File: config.mk
export PLATFORM = sky130hd
export DESIGN_NAME = ads131_sequencer
export DESIGN_NICKNAME = d
export VERILOG_FILES = /design/src/rtl/ads131_sequencer.sv
export SDC_FILE = /design/constraint.sdc
export NUM_CORES = 1
export LEC_CHECK = 0
export CORE_MARGIN = 2
export CORE_UTILIZATION = 45
export DETAILED_ROUTE_END_ITERATION = 16
export PLACE_DENSITY = 0.86
export SYNTH_ARGS = -nofsm -noshare
export SYNTH_HDL_FRONTEND = slang
export SYNTH_SLANG_ARGS = --single-unit
File: constraint.sdc
create_clock -name system_clock -period 8 [get_ports system_clock]
set_clock_uncertainty 0.1 [all_clocks]
set_input_delay 1.6 -clock system_clock [delete_from_list [all_inputs] [get_ports system_clock]]
set_output_delay 1.6 -clock system_clock [all_outputs]
set_load 0.02 [all_outputs]
File: src/rtl/ads131_sequencer.sv
// ADS131A0x bring-up and acquisition sequencer: hardware reset, READY poll,
// unlock, register table write, wakeup, lock, then one read frame per DRDY edge.
module ads131_sequencer #(
  parameter int          RST_LOW_CYCLES = 64,
  parameter int          POLL_LIMIT     = 255,
  parameter logic [15:0] READY_WORD     = 16'hFF04,
  parameter int          NUM_REGS       = 4
) (
  input  logic                  system_clock,
  input  logic                  reset_n,
  input  logic                  start,
  input  logic [16*NUM_REGS-1:0] cfg_table,
  input  logic                  drdy_n,
  output logic                  adc_reset_n,
  output logic                  xfer_req,
  output logic [15:0]           xfer_word,
  input  logic                  xfer_ack,
  input  logic [15:0]           xfer_rsp,
  input  logic [95:0]           xfer_ch,
  output logic [95:0]           sample_data,
  output logic                  sample_valid,
  output logic [7:0]            overrun_cnt,
  output logic                  running,
  output logic                  error,
  output logic [2:0]            err_code,
  output logic [4:0]            state_dbg
);
  localparam int IW = (NUM_REGS > 1) ? $clog2(NUM_REGS) : 1;
  localparam logic [15:0] CMD_NULL   = 16'h0000;
  localparam logic [15:0] CMD_UNLOCK = 16'h0655;
  localparam logic [15:0] CMD_WAKEUP = 16'h0033;
  localparam logic [15:0] CMD_LOCK   = 16'h0555;

  typedef enum logic [4:0] {
    S_IDLE = 5'd0, S_RST, S_POLL, S_UNLOCK, S_WREG, S_WAKEUP, S_LOCK, S_RUN, S_READ, S_ERROR
  } state_t;

  state_t        state, state_n;
  logic          phase, phase_n;      // 0: command frame, 1: NULL frame carrying the echo
  logic [15:0]   cnt, cnt_n;
  logic [IW-1:0] idx, idx_n;
  logic [2:0]    err_n;
  logic          pend, pend_n;        // restart requested while a read is in flight
  logic          issue, capture;
  logic [15:0]   issue_word;
  logic [1:0]    drdy_sync;
  logic          drdy_prev, fall;
  logic [12:0]   entry;
  logic [15:0]   cmd_word, echo;
  logic [2:0]    code;

  assign fall  = drdy_prev & ~drdy_sync[1];
  assign entry = cfg_table[{idx, 4'b0} +: 13];

  always_comb begin
    cmd_word = CMD_NULL;
    echo     = CMD_NULL;
    code     = 3'd0;
    case (state)
      S_UNLOCK: begin cmd_word = CMD_UNLOCK; echo = CMD_UNLOCK; code = 3'd2; end
      S_WREG:   begin cmd_word = {3'b010, entry}; echo = {3'b001, entry}; code = 3'd3; end
      S_WAKEUP: begin cmd_word = CMD_WAKEUP; echo = CMD_WAKEUP; code = 3'd4; end
      S_LOCK:   begin cmd_word = CMD_LOCK; echo = CMD_LOCK; code = 3'd5; end
      default: ;
    endcase
  end

  always_ff @(posedge system_clock) begin
    if (!reset_n) begin
      state        <= S_IDLE;
      phase        <= 1'b0;
      cnt          <= '0;
      idx          <= '0;
      pend         <= 1'b0;
      err_code     <= 3'd0;
      xfer_req     <= 1'b0;
      xfer_word    <= 16'h0000;
      sample_data  <= '0;
      sample_valid <= 1'b0;
      overrun_cnt  <= 8'd0;
      drdy_sync    <= 2'b11;
      drdy_prev    <= 1'b1;
    end else begin
      state    <= state_n;
      phase    <= phase_n;
      cnt      <= cnt_n;
      idx      <= idx_n;
      pend     <= pend_n;
      err_code <= err_n;
      if (issue) begin
        xfer_req  <= 1'b1;
        xfer_word <= issue_word;
      end else if (xfer_req && xfer_ack) begin
        xfer_req <= 1'b0;
      end
      sample_valid <= capture;
      if (capture) sample_data <= xfer_ch;
      if (state == S_READ && fall && overrun_cnt != 8'hFF) overrun_cnt <= overrun_cnt + 8'd1;
      drdy_sync <= {drdy_sync[0], drdy_n};
      drdy_prev <= drdy_sync[1];
    end
  end

  always_comb begin
    state_n    = state;
    phase_n    = phase;
    cnt_n      = cnt;
    idx_n      = idx;
    pend_n     = pend;
    err_n      = err_code;
    issue      = 1'b0;
    issue_word = CMD_NULL;
    capture    = 1'b0;
    case (state)
      S_IDLE, S_ERROR:
        if (start) begin state_n = S_RST; cnt_n = '0; err_n = 3'd0; end
      S_RST:
        if (cnt == 16'(RST_LOW_CYCLES - 1)) begin state_n = S_POLL; cnt_n = '0; end
        else cnt_n = cnt + 16'd1;
      S_POLL:
        if (!xfer_req) issue = 1'b1;
        else if (xfer_ack) begin
          if (xfer_rsp == READY_WORD) begin state_n = S_UNLOCK; phase_n = 1'b0; end
          else if (cnt == 16'(POLL_LIMIT - 1)) begin state_n = S_ERROR; err_n = 3'd1; end
          else cnt_n = cnt + 16'd1;
        end
      S_UNLOCK, S_WREG, S_WAKEUP, S_LOCK:
        if (!xfer_req) begin
          issue      = 1'b1;
          issue_word = phase ? CMD_NULL : cmd_word;
        end else if (xfer_ack) begin
          if (!phase) phase_n = 1'b1;
          else if (xfer_rsp != echo) begin state_n = S_ERROR; err_n = code; end
          else begin
            phase_n = 1'b0;
            case (state)
              S_UNLOCK: begin state_n = S_WREG; idx_n = '0; end
              S_WREG:
                if (idx == IW'(NUM_REGS - 1)) begin state_n = S_WAKEUP; idx_n = '0; end
                else idx_n = idx + 1'b1;
              S_WAKEUP: state_n = S_LOCK;
              default:  state_n = S_RUN;
            endcase
          end
        end
      S_RUN:
        if (start) begin state_n = S_RST; cnt_n = '0; err_n = 3'd0; end
        else if (fall) begin state_n = S_READ; issue = 1'b1; end
      S_READ:
        if (xfer_req && xfer_ack) begin
          pend_n = 1'b0;
          if (pend || start) begin state_n = S_RST; cnt_n = '0; err_n = 3'd0; end
          else begin state_n = S_RUN; capture = 1'b1; end
        end else if (start) pend_n = 1'b1;
      default: state_n = S_IDLE;
    endcase
  end

  always_comb begin
    adc_reset_n = (state != S_RST);
    running     = (state == S_RUN) || (state == S_READ);
    error       = (state == S_ERROR);
    state_dbg   = state;
  end
endmodule

==> qor.yml, run 1 <==
slew_at_the_pin_closest_to_its_max_slew_limit_ns: 1.01
report.final.setup_viol: 0
power_frac_seq_pct: 39.2
grt_usage_pct: 25.2
rr_startpoint: "state_dbg[1]$_SDFFE_PN0P_"
row_count: 45
numClockSinks: 150
ys_ff_latch: 150
async_reset_ff_share_pct: 0
vias: 7157
n_antenna_cell: 0
chipWidth_um: 127
crit_arrival_ns: 4.98
routedWlPerCell_um: 16.0
layout_min_cycle_time_ns: 4.77
cts_made_buffers: 17
grt_remaining_overflow: 0
post_cts_resize_count: 0
timing.setup.tns_ns: 0
cellLeakagePower_nw: 3.51
post_cts_hold_buffer_count: 0
io-pin-count: 314
clkLatencyLatePin_ns: 0.42
timing.max_slew.rel_slack_pct: 32.9
startpoint_class_of_the_critical_path: "primary input"
r2r.worst_path.cells: 8
worst_setup_path_end_kind: "flip-flop"
drv_cap: 0
cts_post_setup_buffers_inserted: 0
internal_power_mw: 1.45
hold_path_startpoint: "drdy_sync[0]$_SDFF_PN1_"
synth_enable_flop_cells: 0
numPortBuffers: 298
clk_pin_slew_ns: 0.06
slew_viol_final: 0
p_sw_share_pct: 29.7
coreArea_mm2: 0.0150
number_of_antenna_violations_at_the_first_check_in_global_routing: 0
drive_gt1_share_pct: 5.83
place_hpwl_um: 14800
postSynthAreaPerCell_um2: 7.99
ctsHtreeMaxLevel: 4
final_cell_mix: "clkdlybuf4s50_1 (298), nand2_1 (232), dfxtp_1 (150)"
yosysUniqueCellTypes: 64
final_worst_path_setup_slack_ns: 3.23
gp_congestion: 0.905
routed_wl_um: 21200
ys.warnings.count: 0
netlist_top_cells_area: "dfxtp_1 (44%), nand2_1 (13%), a21oi_1 (8.9%)"
drtAntennaViolNets: 0
detailedRoute.firstIterationViolations: 468
die_height_um: 127
fmax_mhz: 210
route.detailed.vias_per_inst: 5.42
power_density_mw_per_mm2: 197
syn_to_final_growth_pct: 52.9
p_sw_uw: 609
worst-setup-path-type: "in -> reg"
start_util_pct: 45.4
first_global_vias: 6772
cts_max_path_buffers: 2
status: "finished, final reports clean"
rr_endpoint: "cnt[13]$_SDFFE_PN0P_"
vdd_drop_max_v: 0.000156
synth_top_area_cell: "dfxtp_1"
synthCells: 854
grt_setup_unrepaired: "no"
post-route-period-util_pct: 59.7
min-delay-path-class: "reg -> reg"
pwr-share-clk_pct: 37.1
critPathMaxFanout: 6
synth_top_cell_area_share_pct: 44.0
clockRootBuffer: "clkbuf_16"
post-place-ws_ns: 2.99
finalHoldViolations: 0
min_to: "drdy_sync[1]$_SDFF_PN1_"
layout.nets: 1307
worstPathRequired_ns: 8.21
netlist_area_mm2: 0.00682
critical_path.startpoint: "xfer_rsp[1]"
r2r_setup_slack_ns: 4.12
detail_route.drc_violations: 0
synth_seq_area_share_pct: 44.0
cts_tree: "done"
power_frac_comb_pct: 23.6
holdPathStages: 1
die_area_mm2: 0.0162
maximum_number_of_pins_on_one_net_before_global_route_repair: 98
grt_pass1_wl_um: 33100
synth_ff_type: "dfxtp_1"
layout.cells.most_common: "clkdlybuf4s50_1"
first_pass_iters: 5
-- kinds of logic (layout without fill, tap and decap cells) --
logic type	Yosys count	after routing	share of synthesized area [%]
AND/OR/NAND/NOR	381	381	25.2
adder cells (fa/ha/maj)	4	4	0.734
buffers and inverters	75	352	4.51
multiplexers	23	23	5.26
flip-flops	150	150	44.0
XOR/XNOR	18	18	2.31
other	1	3	0.0550
AO/OA/AOI/OAI	202	202	18.0
-- through the flow --
| stage | util [%] | hold WS (ns) | cells | cell area (um^2) | power (mW) |
|---|---|---|---|---|---|
| floorplan | - | 0.286 | 856 | 6830 | 1.10 |
| global placement | 65.7 | 0.299 | 1291 | 9870 | 1.29 |
| detailed placement | 65.7 | 0.296 | 1291 | 9870 | 1.30 |
| CTS | 69.4 | 0.311 | 1321 | 10400 | 2.06 |
| global route | 69.4 | 0.326 | 1321 | 10400 | 2.15 |
| finish | 69.4 | 0.307 | 1321 | 10400 | 2.05 |
-- cells in the mapped netlist (6+ instances only) --
cell and n:
nor3_1 7, nand3_1 13, dfxtp_1 150, or3_1 7, mux2i_1 10, nand4_1 7, nand2_1 232, xnor2_1 10
nor4_1 8, and2_1 6, clkbuf_1 46, mux4_2 10, xor2_1 8, a22oi_1 8, nor2b_1 6, a21oi_1 121
inv_1 15, nand2b_1 10, o21ai_0 20, buf_1 6, nor2_1 53
-- flip-flops by register name, indices dropped and copies added (netlist names), 2 cells and up --
name / cells
xfer_word: 14
sample_data: 96
idx: 2
err_code: 3
cnt: 16
drdy_sync: 2
overrun_cnt: 8
state_dbg: 4
-- worst max-delay path, stage by stage --
cell and delay [ns]:
clkdlybuf4s50_1 0.48, or4_1 0.53, nor4_1 0.67, nor2_1 0.09, nor4b_1 0.85, o41ai_1 0.34
mux2_2 0.35, o41ai_1 0.06
-- how the worst max path moves through the flow --
stage	end	slack, ns
2_1_floorplan	idx[0]$_SDFFE_PN0P_	3.67
3_3_place_gp	idx[0]$_SDFFE_PN0P_	3.03
3_5_place_dp	state_dbg[0]$_SDFFE_PN0P_	2.99
4_1_cts	state_dbg[0]$_SDFFE_PN0P_	3.41
5_1_grt	state_dbg[0]$_SDFFE_PN0P_	3.00
6_report	state_dbg[0]$_SDFFE_PN0P_	3.23
-- power groups by stage --
| stage | clock, mW | combinational (mW) | sequential (mW) |
|---|---|---|---|
| finish | 0.763 | 0.486 | 0.806 |
| global route | 0.810 | 0.529 | 0.810 |
| CTS | 0.776 | 0.482 | 0.805 |
| detailed placement | 0 | 0.478 | 0.821 |
| global placement | 0 | 0.472 | 0.820 |
| floorplan | 0 | 0.269 | 0.828 |
-- cell type report --
type                       instances  area (um^2)
sequential                       150         3000
fill                            1186         4600
timing repair buffer             307         3050
tap                              188          235
multi-input combinational        631         3530
inverter                          15         57.6
clock buffer                      17          425
clock inverter                    13          134
-- layer usage --
metal | vias up | track usage [%] | wire length (um)
li1 | 3483 | - | -
met1 | 3340 | 29.2 | 8420
met2 | 293 | 42.7 | 10300
met3 | 41 | 9.25 | 1910
met4 | 0 | 9.89 | 578
met5 | - | 0 | 0
Note: power is estimated with default switching activity, not from simulation.
==> run 2: changes to the inputs <==
- CORE_UTILIZATION: 45 -> 38
- PLACE_DENSITY: 0.86 -> 0.78
- clock period: 8 -> 3.9 ns (I/O delays scaled with it)
==> run 2 against run 1 <==
  * Register-to-register slack got worse by 3.6 ns
  * Final cell count increased by 4.6%
  * Total power increased by 120%
  * Hold slack improved by 0.0071 ns
  * Critical endpoint is now idx[0]$_SDFFE_PN0P_
  * Largest cell class unchanged
==> qor.yml, run 2 (synthesis gave the netlist of run 1 again) <==
min_to: "drdy_sync[1]$_SDFF_PN1_"
clockRootBuffer: "clkbuf_16"
start_util_pct: 39.2
rr_endpoint: "idx[0]$_SDFFE_PN0P_"
n_antenna_cell: 0
routedWlPerCell_um: 15.6
holdPathStages: 1
regMostFlops: "sample_data"
drive_gt1_share_pct: 7.69
die_height_um: 138
hold_path_startpoint: "drdy_sync[0]$_SDFF_PN1_"
numClockSinks: 150
crit_path_top_delay_cell: "or4_1"
r2r_setup_slack_ns: 0.49
numPortBuffers: 298
layout.cells.most_common: "clkdlybuf4s50_1"
drtAntennaViolNets: 0
route.detailed.vias_per_inst: 5.16
detailedRoute.firstIterationViolations: 515
worst-setup-path-type: "in -> reg"
rr_startpoint: "state_dbg[0]$_SDFFE_PN0P_"
slew_viol_final: 0
critical_path.startpoint: "cfg_table[44]"
clk_pin_slew_ns: 0.06
first_global_vias: 6825
crit_arrival_ns: 3.86
status: "finished, final reports clean"
drv_cap: 0
max_ffs_per_register: 96
place_hpwl_um: 15700
maximum_number_of_pins_on_one_net_before_global_route_repair: 98
clkLatencyLatePin_ns: 0.42
routed_wl_um: 21500
post_cts_resize_count: 0
vias: 7134
timing.max_slew.rel_slack_pct: 30.2
grt_pass1_wl_um: 33300
row_count: 48
detail_route.drc_violations: 0
p_total_mw: 4.56
cts_made_buffers: 17
finalHoldViolations: 0
worstPathCellList: "clkdlybuf4s50_1 -> mux4_2 -> and3b_1 -> or4_4 -> a2111oi_4 -> o2111ai_1 -> or3_1 -> or4_1 -> a21oi_1"
critPathMaxFanout: 3
gp_congestion: 0.908
power_density_mw_per_mm2: 424
timing.hold.ws_ns: 0.315
critPathMaxStageDelay_ns: 0.51
number_of_antenna_violations_at_the_first_check_in_global_routing: 0
slew_at_the_pin_closest_to_its_max_slew_limit_ns: 1.05
worst_setup_path_end_kind: "flip-flop"
worst_path_top_cell_family_by_delay: "simple AND/OR/NAND/NOR gates"
chipWidth_um: 138
ctsHtreeMaxLevel: 4
cellLeakagePower_nw: 3.68
fmax_mhz: 277
io-pin-count: 314
filler_instances: 1518
final_cell_mix: "clkdlybuf4s50_1 (298), nand2_1 (232), dfxtp_1 (150)"
vdd_drop_max_v: 0.000320
worst_path_buf_inv: 1
report.final.setup_viol: 0
cts_post_setup_buffers_inserted: 0
final_util_pct: 61.8
min-delay-path-class: "reg -> reg"
cts_tree: "done"
startpoint_class_of_the_critical_path: "primary input"
coreArea_mm2: 0.0174
r2r.worst_path.cells: 8
post_cts_hold_buffer_count: 0
syn_to_final_growth_pct: 57.7
grt_remaining_overflow: 0
worstPathRequired_ns: 4.15
layout_min_cycle_time_ns: 3.61
grt_setup_unrepaired: "no"
die_area_mm2: 0.0190
grt_usage_pct: 22.1
reg_top3: "sample_data x96, cnt x16, xfer_word x14"
layout.nets: 1329
cts_max_path_buffers: 2
first_pass_iters: 6
post-route-period-util_pct: 92.7
## run 2: worst max path at each step
| stage | end | slack (ns) | cells past startpoint |
|---|---|---|---|
| after floorplan | idx[0]$_SDFFE_PN0P_ | 0.39 | 9 |
| after global placement | idx[0]$_SDFFE_PN0P_ | -0.11 | 9 |
| after detailed placement | idx[0]$_SDFFE_PN0P_ | -0.12 | 9 |
| after CTS | idx[0]$_SDFFE_PN0P_ | 0.31 | 9 |
| after global routing | idx[1]$_SDFFE_PN0P_ | 0.15 | 10 |
| final | idx[0]$_SDFFE_PN0P_ | 0.29 | 9 |
## run 2: routing by layer
metal | vias to the layer above | track usage [%] | part of all wire [%]
met2 | 275 | 37.2 | 49
met1 | 3294 | 25.5 | 39
met3 | 39 | 8.08 | 10
met5 | - | 0 | 0
li1 | 3526 | - | -
met4 | 0 | 9.18 | 2.1
## run 2: report_power, final
part / switching, mW / internal (mW)
Combinational: 0.564 / 0.512
Clock: 0.670 / 1.17
Sequential: 0.0676 / 1.58
Total: 1.30 / 3.26
## run 2: metrics by stage
step	instances	instance area [um^2]	TNS (ns)	setup WS, ns
final	1382	10800	0	0.286
after global routing	1382	10800	0	0.146
after CTS	1382	10800	0	0.310
after detailed placement	1350	10100	-0.439	-0.117
after global placement	1350	10100	-0.326	-0.114
after floorplan	856	6830	0	0.386
## run 2: area by class of cell
type	instances	area, um^2	share of cell area [%]
multi-input combinational	631	3530	32.8
inverter	15	58.8	0.546
clock buffer	19	443	4.12
tap	225	282	2.62
timing repair buffer	329	3230	30.0
clock inverter	13	218	2.02
sequential	150	3000	27.9
